## src/rtl/step_move_ctrl.sv

```systemverilog
// Stepper move sequencer: accepts a move command, ramps the prescaler rate code up to the
// target and back to zero, counts steps, and handles reversal settle and controlled abort.
module step_move_ctrl #(
  parameter int CNT_W      = 16,
  parameter int RAMP_STEPS = 8,
  parameter int SETTLE_CYC = 1000
) (
  input  logic             clk,
  input  logic             rst,
  input  logic             cmd_valid,
  output logic             cmd_ready,
  input  logic             cmd_dir,
  input  logic [CNT_W-1:0] cmd_steps,
  input  logic [2:0]       cmd_rate,
  input  logic             abort,
  input  logic             step_tick,
  output logic             rot_en,
  output logic             rot_dir,
  output logic [2:0]       set_rate,
  output logic             busy,
  output logic             done,
  output logic             aborted,
  output logic [CNT_W-1:0] steps_left
);

  typedef enum logic [2:0] {IDLE, SETTLE, ACCEL, CRUISE, DECEL} state_t;

  localparam int RC_W = (RAMP_STEPS > 1) ? $clog2(RAMP_STEPS) : 1;
  localparam int SC_W = (SETTLE_CYC > 1) ? $clog2(SETTLE_CYC) : 1;
  localparam int TH_W = CNT_W + 3;
  localparam logic [RC_W-1:0] RAMP_LAST   = RC_W'(RAMP_STEPS - 1);
  localparam logic [SC_W-1:0] SETTLE_LAST = SC_W'(SETTLE_CYC - 1);
  localparam logic [TH_W-1:0] RAMP_MULT   = TH_W'(RAMP_STEPS);

  state_t           state, state_d;
  logic             last_dir, last_dir_d;
  logic             abort_flag, abort_flag_d;
  logic [RC_W-1:0]  ramp_cnt, ramp_cnt_d;
  logic [SC_W-1:0]  settle_cnt, settle_cnt_d;
  logic [2:0]       target, target_d, set_rate_d;
  logic             rot_dir_d, done_d, aborted_d;
  logic [CNT_W-1:0] steps_left_d, steps_next;
  logic [TH_W-1:0]  decel_thresh;

  always_comb begin
    // NOTE: every signal written here gets a default first, so no path can infer a latch.
    state_d      = state;
    last_dir_d   = last_dir;
    abort_flag_d = abort_flag;
    ramp_cnt_d   = ramp_cnt;
    settle_cnt_d = settle_cnt;
    target_d     = target;
    set_rate_d   = set_rate;
    rot_dir_d    = rot_dir;
    steps_left_d = steps_left;
    done_d       = 1'b0;
    aborted_d    = 1'b0;
    steps_next   = steps_left - CNT_W'(1);
    // Widened so the ramp-down distance never wraps for large RAMP_STEPS.
    decel_thresh = TH_W'(set_rate) * RAMP_MULT;

    case (state)
      IDLE: begin
        if (cmd_valid) begin
          steps_left_d = cmd_steps;
          rot_dir_d    = cmd_dir;
          last_dir_d   = cmd_dir;
          target_d     = cmd_rate;
          set_rate_d   = 3'd0;
          ramp_cnt_d   = '0;
          if (cmd_steps == '0) begin
            done_d = 1'b1;
          end else if (cmd_dir != last_dir) begin
            state_d      = SETTLE;
            settle_cnt_d = SETTLE_LAST;
          end else begin
            state_d = ACCEL;
          end
        end
      end
      SETTLE: begin
        if (abort) begin
          state_d   = IDLE;
          aborted_d = 1'b1;
        end else if (settle_cnt == '0) begin
          state_d = ACCEL;
        end else begin
          settle_cnt_d = settle_cnt - SC_W'(1);
        end
      end
      default: begin
        if (step_tick) begin
          steps_left_d = steps_next;
          if (steps_next == '0) begin
            state_d    = IDLE;
            set_rate_d = 3'd0;
            done_d     = 1'b1;
          end else if (abort_flag) begin
            // Controlled stop: one level down every RAMP_STEPS ticks, then halt at rate 0.
            if (set_rate == 3'd0) begin
              state_d   = IDLE;
              aborted_d = 1'b1;
            end else if (ramp_cnt == RAMP_LAST) begin
              set_rate_d = set_rate - 3'd1;
              ramp_cnt_d = '0;
            end else begin
              ramp_cnt_d = ramp_cnt + RC_W'(1);
            end
          end else if (abort) begin
            abort_flag_d = 1'b1;
            state_d      = DECEL;
            ramp_cnt_d   = '0;
          end else if (set_rate != 3'd0 && {3'b000, steps_next} <= decel_thresh) begin
            set_rate_d = set_rate - 3'd1;
            state_d    = DECEL;
          end else if (state == ACCEL) begin
            if (ramp_cnt == RAMP_LAST) begin
              ramp_cnt_d = '0;
              if (set_rate < target) set_rate_d = set_rate + 3'd1;
            end else begin
              ramp_cnt_d = ramp_cnt + RC_W'(1);
            end
            if (set_rate_d >= target) state_d = CRUISE;
          end
        end else if (abort && !abort_flag) begin
          abort_flag_d = 1'b1;
          state_d      = DECEL;
          ramp_cnt_d   = '0;
        end
      end
    endcase

    if (state_d == IDLE) abort_flag_d = 1'b0;
  end

  always_ff @(posedge clk or negedge rst) begin
    if (!rst) begin
      state      <= IDLE;
      last_dir   <= 1'b0;
      abort_flag <= 1'b0;
      ramp_cnt   <= '0;
      settle_cnt <= '0;
      target     <= 3'd0;
      cmd_ready  <= 1'b1;
      rot_en     <= 1'b0;
      rot_dir    <= 1'b0;
      set_rate   <= 3'd0;
      busy       <= 1'b0;
      done       <= 1'b0;
      aborted    <= 1'b0;
      steps_left <= '0;
    end else begin
      // NOTE: non-blocking assignments so every register samples the pre-edge values.
      state      <= state_d;
      last_dir   <= last_dir_d;
      abort_flag <= abort_flag_d;
      ramp_cnt   <= ramp_cnt_d;
      settle_cnt <= settle_cnt_d;
      target     <= target_d;
      cmd_ready  <= (state_d == IDLE);
      rot_en     <= (state_d == ACCEL) || (state_d == CRUISE) || (state_d == DECEL);
      rot_dir    <= rot_dir_d;
      set_rate   <= set_rate_d;
      busy       <= (state_d != IDLE);
      done       <= done_d;
      aborted    <= aborted_d;
      steps_left <= steps_left_d;
    end
  end

endmodule

```

## config.mk

```make
export PLATFORM = sky130hd
export DESIGN_NAME = step_move_ctrl
export DESIGN_NICKNAME = d
export VERILOG_FILES = /design/src/rtl/step_move_ctrl.sv
export SDC_FILE = /design/constraint.sdc
export NUM_CORES = 1
export LEC_CHECK = 0
export BUFFER_PORTS_ARGS = -buffer_cell sky130_fd_sc_hd__buf_2
export CELL_PAD_IN_SITES_DETAIL_PLACEMENT = 1
export CELL_PAD_IN_SITES_GLOBAL_PLACEMENT = 1
export CORE_ASPECT_RATIO = 0.5
export CORE_MARGIN = 3
export CORE_UTILIZATION = 35
export DETAILED_ROUTE_END_ITERATION = 10
export PLACE_DENSITY = 0.68
export SLEW_MARGIN = 20
export SYNTH_ARGS = -nofsm -noshare
export SYNTH_HDL_FRONTEND = slang
export SYNTH_SLANG_ARGS = --single-unit
```

## constraint.sdc

```tcl
create_clock -name clk -period 5.5 [get_ports clk]
set_input_delay 1.1 -clock clk [delete_from_list [all_inputs] [get_ports clk]]
set_output_delay 1.1 -clock clk [all_outputs]
set_load 0.05 [all_outputs]
```

==> flow_metrics.py <==
metrics = {
    "global_routing": {
        "grt_pass1_vias": 3262,
        "grt.overflow.total": 0,
        "antenna_found_initial": 0,
        "grt_pass1_wl_um": 16600,
        "grtUsageTotal_pct": 20.3,
        "grt_max_degree": 46,
    },
    "clock_network": {
        "cts_setup_buffers": 0,
        "cts_resized": 0,
        "numCtsBuffers": 5,
        "htree_levels": 2,
        "path_clk_slew_ns": 0.06,
        "cts.sinks": 45,
        "cts_tree": "done",
        "clk-insertion-delay-late_ns": 0.29,
        "cts_root_buf": "clkbuf_16",
        "clockBufferDepth": 2,
        "holdBufCountCts": 0,
    },
    "yosys": {
        "ys_types": 57,
        "yosysSeqAreaShare_pct": 36.2,
        "synth_edf_count": 0,
        "yosys.area.top_type_share_pct": 35.3,
        "yosysTopAreaCell": "dfrtp_1",
        "syn-instance-count": 376,
        "synth-main-ff-cell": "dfrtp_1",
        "synthesis.area_um2": 3120,
        "yosys_warnings": 0,
        "synthTopCellsByCount": "45 x nand2_1, 44 x dfrtp_1, 37 x nor2_1, 34 x o21ai_0, 28 x a21oi_1",
        "async_flop_share_pct": 100,
        "synth.most_common_cell": "nand2_1",
        "synth_seq_cells": 45,
        "syn-mean-instance-area_um2": 8.29,
        "syn_nets": 417,
        "synth_area_leaders": "dfrtp_1 35%, ha_1 6.4%, o21ai_0 5.5%, nand2_1 5.4%, a21oi_1 4.5%",
    },
    "sta": {
        "post-route-period-util_pct": 68.0,
        "final.setup.worst_slack_ns": 1.76,
        "fin_crit_ns": 3.74,
        "slew_headroom_pct": 47.3,
        "setup_tns_ns": 0,
        "hold_viol": 0,
        "tightest_slew_ns": 0.788,
        "final-max-slew-violation-count": 0,
        "clock_skew_ns": 0.00521,
        "timing.fmax_mhz": 267,
        "setup_violations": 0,
        "rsz0062_at_grt": "no",
    },
    "die": {
        "dieArea_um2": 10100,
        "fp-row-count": 23,
        "die_y_um": 72.7,
        "ios": 50,
        "core_area_um2": 8320,
        "die_x_um": 139,
        "initial_core_util_pct": 37.5,
    },
    "worst_setup_path": {
        "cp.required_ns": 5.72,
        "slowest_stage": "or3b_2",
        "cp_cell_sequence": "inv_1, ha_1, or3b_2, xnor2_1, ha_1, nor2b_1, o21ai_0, a22oi_1, inv_1, a21oi_1, mux2_2, o22a_1, o21ai_2",
        "max_stage_delay_ns": 0.55,
        "path_class": "register to register",
        "timing.rr.start": "steps_left[1]",
        "endpoint_kind": "register",
        "path_max_fanout": 9,
        "cp.arrival_ns": 3.96,
        "crit_path_start_kind": "register",
        "critPathLaunch": "steps_left[1]",
    },
    "cells_and_area": {
        "syn_to_final_growth_pct": 16.7,
        "finalNetCount": 459,
        "fin_area_um2": 3640,
        "drive_gt1_share_pct": 17.9,
        "fillers": 1013,
        "antenna-diode-count": 0,
    },
    "placed_design": {
        "placed_area_um2": 3440,
        "port_buffers": 49,
        "routabilityCongestion": 0.846,
        "hpwlAfterDp_um": 7380,
        "post-place-ws_ns": 1.80,
    },
    "power_and_ir_drop": {
        "switching_share_pct": 52.1,
        "p_comb_share_pct": 56.2,
        "internal_power_mw": 1.15,
        "p_per_area_nw_per_um2": 659,
        "power.leakage_nw": 1.56,
        "total_power_mw": 2.40,
        "vdd_ir_drop_max_mv": 0.245,
        "pwr-share-clk_pct": 16.2,
        "sequentialPowerShare_pct": 27.5,
        "power.net_switching_mw": 1.25,
    },
    "route": {
        "wl_per_cell_um": 18.4,
        "post-route-drc-count": 0,
        "drtAntennaViolNets": 0,
        "firstDrtPassIters": 4,
        "drt_iter0_drc": 89,
        "via_per_inst": 5.76,
        "totalWireLength_um": 9790,
        "via_count": 3058,
    },
    "flow_run": {
        "drv_cap": 0,
    },
    "hold_path": {
        "hold_path.startpoint": "settle_cnt[0]",
        "hp-class": "register to register",
    },
    "outcome": {
        "status": "completed",
    },
}
-- cell type report --
type	count	area, um^2	share of cell area, %
flip-flops and latches	45	1130	31.0
inverters	16	60.1	1.65
clock buffers	5	125	3.44
repair buffers	52	270	7.43
clock inverters	3	65.1	1.79
multi-input cells	298	1850	50.8
well taps	112	140	3.85
-- kinds of logic after synthesis --
group                      count (synthesis)  synth area share, %
muxes                                      7                 2.41
xor gates and xnor gates                  12                 3.37
adders and majority gates                 16                 6.43
DFF                                       45                 36.2
buffers and inverters                     33                 4.62
AOI/OAI and AO/OA                        108                 21.8
and+or+nand+nor                          155                 25.2
-- critical path: cells and delay by family, from the launching register on --
kind / cells / cell delay [ns]
muxes: 1 / 0.39
DFF: 1 / 0.44
adders and majority gates: 2 / 0.64
AOI/OAI and AO/OA: 5 / 1.17
buffers and inverters: 2 / 0.20
and+or+nand+nor: 2 / 0.67
xor gates and xnor gates: 1 / 0.16
-- power groups by stage --
stage          logic (mW)  registers [mW]  clock network [mW]
4_1_cts              1.35           0.658               0.400
3_3_place_gp         1.30           0.654                   0
2_1_floorplan       0.767           0.872                   0
3_5_place_dp         1.34           0.663                   0
6_report             1.35           0.660               0.389
5_1_grt              1.50           0.684               0.415
-- cells in the final DEF, fill, tap and decap left out, drive strengths merged, types with 2 or more instances in the layout --
cell type  netlist  routed
xor2             4       4
clkbuf          11       5
dfrtp           44      44
a31oi            2       2
o22a             2       2
o22ai            7       7
nor2            38      38
nand4            6       6
o32ai            3       3
a22oi            5       5
o21ai           38      38
mux2             4       4
a21boi           3       3
ha              16      16
o31ai            3       3
mux2i            3       3
nor3b            4       4
inv             16      16
buf              6      52
nand2           45      45
nand2b           4       4
nor2b            5       5
bufinv           0       2
a21oi           28      28
or3              3       3
nor3            12      12
a32oi            4       4
a211oi           4       4
nand3            8       8
and3             2       2
and2             4       4
xnor2            8       8
or4              6       6
nor4            13      13
a21o             2       2
-- final timing paths --
check	endpoint	slack, ns	cells after the start
max in group asynchronous	steps_left[14]	4.28	1
min in group asynchronous	settle_cnt[4]	0.83	1
worst max register to register	set_rate[1]	1.76	13
worst max-delay path	set_rate[1]	1.76	13
worst min-delay path	settle_cnt[0]	0.47	1
worst min register to register	settle_cnt[0]	0.47	1
-- sequential cells by signal, indices dropped and copies added, names as in the netlist --
register,flops
aborted,1
steps_left,16
cmd_ready,1
target,3
done,1
state,3
abort_flag,1
settle_cnt,10
busy,1
ramp_cnt,3
last_dir,1
set_rate,3
rot_en,1
-- stage by stage --
step,std cells,utilization (%),hold WS [ns]
5_1_grt,531,43.7,0.507
2_1_floorplan,376,-,0.440
3_5_place_dp,523,41.4,0.469
3_3_place_gp,523,41.4,0.456
4_1_cts,531,43.7,0.478
6_report,531,43.7,0.473
-- routing by layer --
metal	routed length, um	track usage (%)
met4	76	4.77
met3	471	4.06
met1	4670	26.3
met5	0	0
met2	4580	35.7
(Power assumes the default switching activity.)
